File: config.mk
export PLATFORM = sky130hd
export DESIGN_NAME = spi_multi_reader_flat
export DESIGN_NICKNAME = d
export VERILOG_FILES = /design/src/rtl/spi_multi_reader_pkg.sv /design/src/rtl/spi_multi_reader_if.sv /design/src/rtl/spi_clk_div.sv /design/src/rtl/spi_multi_reader.sv /design/src/flat_wrapper.sv
export SDC_FILE = /design/constraint.sdc
export NUM_CORES = 1
export LEC_CHECK = 0
export ABC_AREA = 1
export CAP_MARGIN = 30
export CORE_UTILIZATION = 35
export DETAILED_ROUTE_END_ITERATION = 8
export PLACE_DENSITY = 0.64
export SLEW_MARGIN = 10
export SYNTH_ARGS = -nofsm -noshare
export SYNTH_HDL_FRONTEND = slang
export SYNTH_SLANG_ARGS = --single-unit
File: constraint.sdc
create_clock -name clk -period 4.95 [get_ports clk]
set_input_delay 0.7425 -clock clk [delete_from_list [all_inputs] [get_ports clk]]
set_output_delay 0.7425 -clock clk [all_outputs]
set_load 0.02 [all_outputs]
File: src/rtl/spi_multi_reader_pkg.sv
// Shared state encoding and width helper for the multi-channel SPI reader.
// Pure declarations: no latency, no backpressure.
package spi_multi_reader_pkg;

    typedef enum logic [1:0] {
        ST_IDLE  = 2'd0,
        ST_SETUP = 2'd1,
        ST_SHIFT = 2'd2,
        ST_GAP   = 2'd3
    } state_t;

    // Bits needed to index n items, never less than one.
    function automatic int clog2_min1(input int n);
        int w;
        w = 0;
        while ((1 << w) < n) w++;
        return (w < 1) ? 1 : w;
    endfunction

endpackage

File: src/rtl/spi_multi_reader_if.sv
// Control, serial and sample signals of the SPI reader; master = reader side.
// No latency, no backpressure: a plain bundle of wires.
interface spi_multi_reader_if #(
    parameter int N_CH   = 1,
    parameter int DATA_W = 8,
    parameter int CH_W   = 1
);
    logic              sw;
    logic              start;
    logic              sdo;
    logic              scl;
    logic [N_CH-1:0]   cs;
    logic [DATA_W-1:0] out;
    logic [CH_W-1:0]   out_ch;
    logic              valid;
    logic              busy;

    modport master (
        input  sw, start, sdo,
        output scl, cs, out, out_ch, valid, busy
    );

    modport slave (
        output sw, start, sdo,
        input  scl, cs, out, out_ch, valid, busy
    );
endinterface

File: src/rtl/spi_clk_div.sv
// Half-period tick generator: tick every CLK_DIV clks while en, counter held at 0 otherwise.
// Tick is combinational from the counter; no backpressure.
module spi_clk_div #(
    parameter int CLK_DIV = 50
) (
    input  logic clk,
    input  logic rst,
    input  logic en,
    output logic tick
);
    localparam int CW = (CLK_DIV > 1) ? $clog2(CLK_DIV) : 1;

    logic [CW-1:0] r_cnt;
    logic          w_last;

    assign w_last = (r_cnt == CW'(CLK_DIV - 1));
    assign tick   = en && w_last;

    always_ff @(posedge clk or negedge rst) begin
        if (!rst) begin
            r_cnt <= '0;
        end else if (!en || w_last) begin
            r_cnt <= '0;
        end else begin
            r_cnt <= r_cnt + CW'(1);
        end
    end
endmodule

File: src/rtl/spi_multi_reader.sv
// Round-robin SPI frame reader: one frame per channel, MSB first, field extracted on the last SCL rise.
// Sample valid on the clk edge of the final rise; no backpressure (valid is a one-clk pulse).
module spi_multi_reader
    import spi_multi_reader_pkg::*;
#(
    parameter int FRAME_W  = 16,
    parameter int DATA_MSB = 11,
    parameter int DATA_LSB = 4,
    parameter int CLK_DIV  = 50,
    parameter int N_CH     = 1,
    parameter int GAP      = 4
) (
    input  logic               clk,
    input  logic               rst,
    spi_multi_reader_if.master bus
);
    localparam int DATA_W = DATA_MSB - DATA_LSB + 1;
    localparam int CH_W   = clog2_min1(N_CH);
    localparam int GAP_N  = (GAP < 1) ? 1 : GAP;
    localparam int HC_W   = clog2_min1(2 * FRAME_W + GAP_N + 1);

    if (FRAME_W <= DATA_MSB || DATA_MSB < DATA_LSB || CLK_DIV < 1 || N_CH < 1) begin : g_bad_params
        $error("spi_multi_reader: illegal parameter combination");
    end

    state_t              r_state;
    logic [CH_W-1:0]     r_ch;
    logic [HC_W-1:0]     r_hcnt;
    logic [FRAME_W-1:0]  r_frame;
    logic                r_scl;
    logic [N_CH-1:0]     r_cs;
    logic [DATA_W-1:0]   r_out;
    logic [CH_W-1:0]     r_out_ch;
    logic                r_valid;
    logic                r_busy;

    logic                w_en;
    logic                w_tick;
    logic [FRAME_W:0]    w_shift;
    logic                w_unused_msb;

    assign w_en         = (r_state != ST_IDLE);
    assign w_shift      = {r_frame, bus.sdo};
    assign w_unused_msb = w_shift[FRAME_W];

    spi_clk_div #(
        .CLK_DIV (CLK_DIV)
    ) u_clk_div (
        .clk  (clk),
        .rst  (rst),
        .en   (w_en),
        .tick (w_tick)
    );

    function automatic logic [N_CH-1:0] cs_for(input logic [CH_W-1:0] c);
        logic [N_CH-1:0] v;
        v = '1;
        for (int i = 0; i < N_CH; i++) v[i] = (c != CH_W'(i));
        return v;
    endfunction

    // SHIFT opens with a full high half-period after SETUP, so the 2*FRAME_W
    // toggles end on a rising edge exactly (1+2*FRAME_W) half-periods after cs fell.
    always_ff @(posedge clk or negedge rst) begin
        if (!rst) begin
            r_state  <= ST_IDLE;
            r_ch     <= '0;
            r_hcnt   <= '0;
            r_frame  <= '0;
            r_scl    <= 1'b1;
            r_cs     <= '1;
            r_out    <= '0;
            r_out_ch <= '0;
            r_valid  <= 1'b0;
            r_busy   <= 1'b0;
        end else begin
            r_valid <= 1'b0;
            case (r_state)
                ST_IDLE: begin
                    if (bus.sw || bus.start) begin
                        r_state <= ST_SETUP;
                        r_ch    <= '0;
                        r_cs    <= cs_for('0);
                        r_hcnt  <= '0;
                        r_busy  <= 1'b1;
                    end
                end
                ST_SETUP: begin
                    if (w_tick) begin
                        r_state <= ST_SHIFT;
                        r_hcnt  <= '0;
                    end
                end
                ST_SHIFT: begin
                    if (w_tick) begin
                        r_scl  <= ~r_scl;
                        r_hcnt <= r_hcnt + HC_W'(1);
                        if (!r_scl) r_frame <= w_shift[FRAME_W-1:0];
                        if (r_hcnt == HC_W'(2 * FRAME_W - 1)) begin
                            r_state  <= ST_GAP;
                            r_hcnt   <= '0;
                            r_cs     <= '1;
                            r_out    <= w_shift[DATA_MSB:DATA_LSB];
                            r_out_ch <= r_ch;
                            r_valid  <= 1'b1;
                        end
                    end
                end
                ST_GAP: begin
                    if (w_tick) begin
                        if (r_hcnt == HC_W'(GAP_N - 1)) begin
                            r_hcnt <= '0;
                            if (r_ch != CH_W'(N_CH - 1)) begin
                                r_ch    <= r_ch + CH_W'(1);
                                r_cs    <= cs_for(r_ch + CH_W'(1));
                                r_state <= ST_SETUP;
                            end else if (bus.sw) begin
                                r_ch    <= '0;
                                r_cs    <= cs_for('0);
                                r_state <= ST_SETUP;
                            end else begin
                                r_state <= ST_IDLE;
                                r_busy  <= 1'b0;
                            end
                        end else begin
                            r_hcnt <= r_hcnt + HC_W'(1);
                        end
                    end
                end
                default: r_state <= ST_IDLE;
            endcase
        end
    end

    assign bus.scl    = r_scl;
    assign bus.cs     = r_cs;
    assign bus.out    = r_out;
    assign bus.out_ch = r_out_ch;
    assign bus.valid  = r_valid;
    assign bus.busy   = r_busy;
endmodule

File: src/flat_wrapper.sv
// flat-port wrapper written by rule: the top's interface ports become plain ports
module spi_multi_reader_flat import spi_multi_reader_pkg::*;
#(
    parameter int FRAME_W  = 16,
    parameter int DATA_MSB = 11,
    parameter int DATA_LSB = 4,
    parameter int CLK_DIV  = 50,
    parameter int N_CH     = 1,
    parameter int GAP      = 4
)
  (clk, rst, bus_sw, bus_start, bus_sdo, bus_scl, bus_cs, bus_out, bus_out_ch, bus_valid, bus_busy);
  spi_multi_reader_if #(.N_CH(N_CH), .DATA_W(8), .CH_W(2)) bus_i ();
  input  logic clk;
  input  logic rst;
  input wire logic [$bits(bus_i.sw)-1:0] bus_sw;
  input wire logic [$bits(bus_i.start)-1:0] bus_start;
  input wire logic [$bits(bus_i.sdo)-1:0] bus_sdo;
  output wire logic [$bits(bus_i.scl)-1:0] bus_scl;
  output wire logic [$bits(bus_i.cs)-1:0] bus_cs;
  output wire logic [$bits(bus_i.out)-1:0] bus_out;
  output wire logic [$bits(bus_i.out_ch)-1:0] bus_out_ch;
  output wire logic [$bits(bus_i.valid)-1:0] bus_valid;
  output wire logic [$bits(bus_i.busy)-1:0] bus_busy;
  assign bus_i.sw = bus_sw;
  assign bus_i.start = bus_start;
  assign bus_i.sdo = bus_sdo;
  assign bus_scl = bus_i.scl;
  assign bus_cs = bus_i.cs;
  assign bus_out = bus_i.out;
  assign bus_out_ch = bus_i.out_ch;
  assign bus_valid = bus_i.valid;
  assign bus_busy = bus_i.busy;
  spi_multi_reader #(.FRAME_W(FRAME_W), .DATA_MSB(DATA_MSB), .DATA_LSB(DATA_LSB), .CLK_DIV(CLK_DIV), .N_CH(N_CH), .GAP(GAP)) u_core (.clk(clk), .rst(rst), .bus(bus_i));
endmodule
Word-level counts from Yosys, hierarchy flattened
Cells that the tools add are included.
{"block": "totals", "elab_cells": 84, "ff_bits": 39, "in_bits": 5}
{"block": "classes", "bitwise_logic": 1, "n_addsub": 3, "n_mux": 38, "reduce_logical": 16, "eq_ne": 15}
{"op": "6-bit two-way mux", "n": 7}
{"op": "6-bit one-hot mux with 4 select lines", "n": 1}
{"op": "1-bit two-way mux", "n": 19}
{"op": "2-bit two-way mux", "n": 7}
{"op": "6-bit by 1-bit adder with 6-bit output (second input constant)", "n": 2}
{"op": "6-bit AND reduction", "n": 2}
{"op": "2-bit != test (second input constant)", "n": 5}
{"op": "2-bit one-hot mux with 4 select lines", "n": 1}
{"op": "4-bit AND reduction", "n": 2}
{"op": "7-bit AND reduction", "n": 1}
{"op": "6-bit by 2-bit equality test with 1-bit output (second input constant)", "n": 1}
{"op": "6-bit by 5-bit equality test with 1-bit output (second input constant)", "n": 1}
{"op": "6-bit equality test (second input constant)", "n": 1}
{"op": "2-bit by 1-bit != test with 1-bit output (second input constant)", "n": 3}
{"op": "3-bit AND reduction", "n": 2}
{"op": "2-bit equality test (second input constant)", "n": 2}
{"op": "1-bit one-hot mux with 2 select lines", "n": 2}
{"op": "2-bit nonzero test", "n": 2}
{"op": "3-bit by 2-bit != test with 1-bit output (second input constant)", "n": 1}
{"op": "1-bit one-hot mux with 3 select lines", "n": 1}
{"op": "3-bit nonzero test", "n": 1}
{"op": "2-bit by 1-bit equality test with 1-bit output (second input constant)", "n": 1}
{"op": "2-bit logical NOT", "n": 1}
{"op": "1-bit logical OR", "n": 2}
{"op": "5 further kinds", "n": 5}

Longest topological paths before layout
{"block": "logic_depth", "word_depth": 5, "mapped_depth": 10, "mapped_depth_nobuf": 9}

Cells and area by module
Synthesis repeated with hierarchy kept, for this count alone.
{"block": "hier_totals", "hier_cells": 228, "area_unflattened_um2": 1889.3}
{"mod": "spi_multi_reader", "area_per_inst_um2": 1562.7, "instances": 1, "cells_each": 191}
{"mod": "spi_clk_div", "area_per_inst_um2": 326.6, "instances": 1, "cells_each": 37}

Least setup slack after synthesis
OpenSTA, ideal clock, no wires.
{"block": "synth_timing", "path_type": "flip-flop to flip-flop", "startpoint": "register u_core.r_state[0]", "endpoint": "register u_core.r_state[0]", "arrival_ns": 1.535, "setup_slack_ns": 3.350, "synth_period_minus_slack_ns": 1.600, "path_stages_with_launch": 11, "n_path_buf": 1, "setup_ns": 0.065, "path_cell_list": "dfrtp_1 -> inv_1 -> ha_1 -> buf_2 -> nor2_1 -> nand2_1 -> nand2_1 -> nand2_1 -> nor2_1 -> nand2_1 -> nand2_1"}
{"block": "synth_between", "elab_chain_cells": 4, "word_cells_on_any_way": 14, "cone_classes": "9 x eq/ne; 1 x mux; 4 x reduce/logical"}
{"item": "start, declared", "line": "spi_multi_reader.sv:26", "rtl": "state_t r_state;"}
{"item": "start signal, assigned", "line": "spi_multi_reader.sv:66", "rtl": "r_state <= ST_IDLE;"}
{"item": "start signal, assigned", "line": "spi_multi_reader.sv:81", "rtl": "r_state <= ST_SETUP;"}
{"item": "start signal, assigned", "line": "spi_multi_reader.sv:90", "rtl": "r_state <= ST_SHIFT;"}
{"item": "2-bit nonzero test", "line": "spi_multi_reader.sv:42", "rtl": "assign w_en = (r_state != ST_IDLE);"}
{"item": "1-bit logical AND", "line": "spi_clk_div.sv:17", "rtl": "assign tick = en && w_last;"}
{"item": "2-bit != test (no line)"}
{"item": "6-bit AND reduction (no line)"}
Parallel ways exist; a longest one is shown, timed or not.
A chain may end at the register's enable or synchronous reset.

Worst setup path after layout
{"block": "layout_timing", "startpoint": "register u_core.r_scl (netlist: u_core.bus.scl)", "endpoint": "output port bus_scl"}
{"item": "start, declared", "line": "spi_multi_reader.sv:30", "rtl": "logic r_scl;"}
{"item": "start signal, assigned", "line": "spi_multi_reader.sv:96", "rtl": "r_scl <= ~r_scl;"}
{"item": "end, declared", "line": "flat_wrapper.sv:18", "rtl": "output wire logic [$bits(bus_i.scl)-1:0] bus_scl;"}
No word-level cell between the ends.

==> impl_metrics.toml <==
[logic_synthesis]
synth_cells = 220
ys_seq_area_frac = 0.4980
ys_seq_elements = 37
syn_area_um2 = 1864
syn_area_per_cell_um2 = 8.474
synthDistinctLibCells = 27
ys_warn_count = 0

[floorplan]
top_level_ports = 19
die_area_um2 = 5623
start_util = 0.3650
fp.dieH_um = 74.99
fp-row-count = 26
core_area_um2 = 5107
die_w_um = 74.99

[sta]
slew_headroom = 0.6475
tightest_slew_ns = 0.5275
whs_ns = 0.4670
fin_tns_setup_ns = 0
max_freq_ghz = 0.4571
setup_viol = 0
finalCritPeriodShare = 0.4420
fin_worst_skew_ns = 0.004252
rsz0062_at_grt = "no"
hold_viol = 0
maxSlewViolCount = 0
fin_crit_ns = 2.188

[route]
antenna_left = 0
drtIter0Drc = 68
dr.pass1.iters = 4
routed_via_density = 4.526
wire_per_inst_um = 10.44
drc = 0
drt-total-wl_um = 3237
route.vias.total = 1403

[setup_path]
crit_arrival_ns = 1.45
worst_ep_required_time_ns = 4.21
worstPathMaxFanout = 3
slowest_delay_ns = 0.60
critPathKind = "reg -> out"
worstSetupEndpointType = "output pin"
worstSetupStartpointType = "flip-flop"
crit_family = "buffers and inverters"
cp_slowest_cell = "clkdlybuf4s50_1"
worstPathCellList = "clkdlybuf4s50_1"
cp_num_buf_inv = 1

[placed_design]
gp_congestion = 0.7897
portBuffers = 16
hpwlAfterDp_um = 2381

[cts]
cts_hold_buf = 0
cts.clk_slew.worst_paths_ns = 0.07
clock_latency_ns = 0.29
htreeDepth = 2
clock_sinks = 37
ctsResizeCount = 0
tritoncts = "yes"
cts.path.max_buffers = 2
post_cts_buffers = 0
cts_buffers = 5
root_buffer = "clkbuf_8"

[grt]
grt_pass1_vias = 1266
grt_start_max_net_pins = 38
grt_overflow = 0
grt_pass1_wl_um = 5478
track_usage = 0.1321
grt_antenna_before_repair = 0

[cells_and_area]
nets = 252
final_common_cell = "nand2_1"
final_cell_mix = "nand2_1 (59), dfrtp_1 (35), inv_1 (30), nor2_1 (18)"
diodes = 0
drive_above_1_share = 0.1042
syn_to_final_growth_pct = 16.85

[run]
maxCapViolations = 0

[power_and_ir_drop]
ir_drop_mv = 0.1280
powerDensity_nw_per_um2 = 405.0
p_leak_nw = 1.069

[run_status]
status = "completed"

[worst_hold_path]
holdCritPathClass = "reg -> reg"
[per-stage QoR]
| stage | power (mW) | setup WS, ns | area (um2) | instances | util |
|---|---|---|---|---|---|
| after global routing | 0.9561 | 2.633 | 2178 | 310 | 0.4265 |
| after detailed placement | 0.6711 | 2.714 | 2082 | 302 | 0.4076 |
| after CTS | 0.8962 | 2.742 | 2178 | 310 | 0.4265 |
| after global placement | 0.6636 | 2.753 | 2082 | 302 | 0.4076 |
| after floorplan | 0.5907 | 3.350 | 1868 | 221 | - |
| final | 0.8823 | 2.762 | 2178 | 310 | 0.4265 |
[layer usage]
| layer | global-route usage | wire length [um] |
|---|---|---|
| met5 | 0 | 0 |
| met1 | 0.1624 | 1541 |
| met2 | 0.2162 | 1553 |
| met4 | 0.05451 | 51 |
| met3 | 0.04016 | 90 |
[Yosys cell counts (all sizes together)]
library cell | instances | area share
xor2 | 3 | 0.014
a21oi | 3 | 0.0081
ha | 8 | 0.054
dfrtp | 35 | 0.47
o21bai | 1 | 0.0040
buf | 6 | 0.022
nor3b | 1 | 0.0040
nand2 | 61 | 0.13
conb | 1 | 0.0020
nand3b | 1 | 0.011
o211ai | 1 | 0.0040
nand4 | 5 | 0.020
or2 | 1 | 0.0034
nor2 | 20 | 0.043
dfstp | 2 | 0.028
o21ai | 21 | 0.070
nor3 | 3 | 0.0081
nand3 | 17 | 0.048
inv | 30 | 0.060
[area by class of cell]
| class | instances | area [um2] |
|---|---|---|
| timing repair buffer | 17 | 167.7 |
| multi-input combinational | 148 | 785.8 |
| clock inverter | 2 | 13.76 |
| fill | 525 | 2929 |
| sequential | 37 | 928.4 |
| inverter | 30 | 112.6 |
| clock buffer | 6 | 82.58 |
| tap | 70 | 87.58 |
[final timing paths]
kind	cells past startpoint	startpoint	slack, ns	endpoint
max	1	u_core.bus.scl	2.76	bus_scl
min in group asynchronous	2	rst	0.88	u_core.bus.out[7]
min	2	u_core.bus.cs	0.47	u_core.bus.cs
max in group asynchronous	2	rst	3.72	u_core.bus.cs
min reg2reg	2	u_core.bus.cs	0.47	u_core.bus.cs
max reg2reg	7	u_core.r_state[0]	2.90	u_core.r_frame[9]
[flip-flops by register name, indices dropped and copies added, names as in the netlist]
name	cells
u_core.bus.cs	1
u_core.bus.scl	1
u_core.bus.valid	1
u_core.u_clk_div.r_cnt	6
u_core.r_frame	11
u_core.bus.busy	1
u_core.bus.out	8
u_core.r_state	2
u_core.r_hcnt	6
[logic make-up after synthesis]
| family | Yosys count | share of synthesized area |
|---|---|---|
| AOI/OAI and AO/OA | 26 | 0.08658 |
| and+or+nand+nor | 109 | 0.2631 |
| DFF | 37 | 0.4980 |
| xor gates and xnor gates | 3 | 0.01410 |
| other | 1 | 0.002011 |
| adders and majority gates | 8 | 0.05369 |
| buffers and inverters | 36 | 0.08255 |
[power breakdown]
group	switching, mW	leakage (nW)	internal (mW)
clock network	0.108	0.0512	0.113
registers	0.0380	0.491	0.337
logic	0.192	0.527	0.0945
Power figures use the tool's default switching activity.
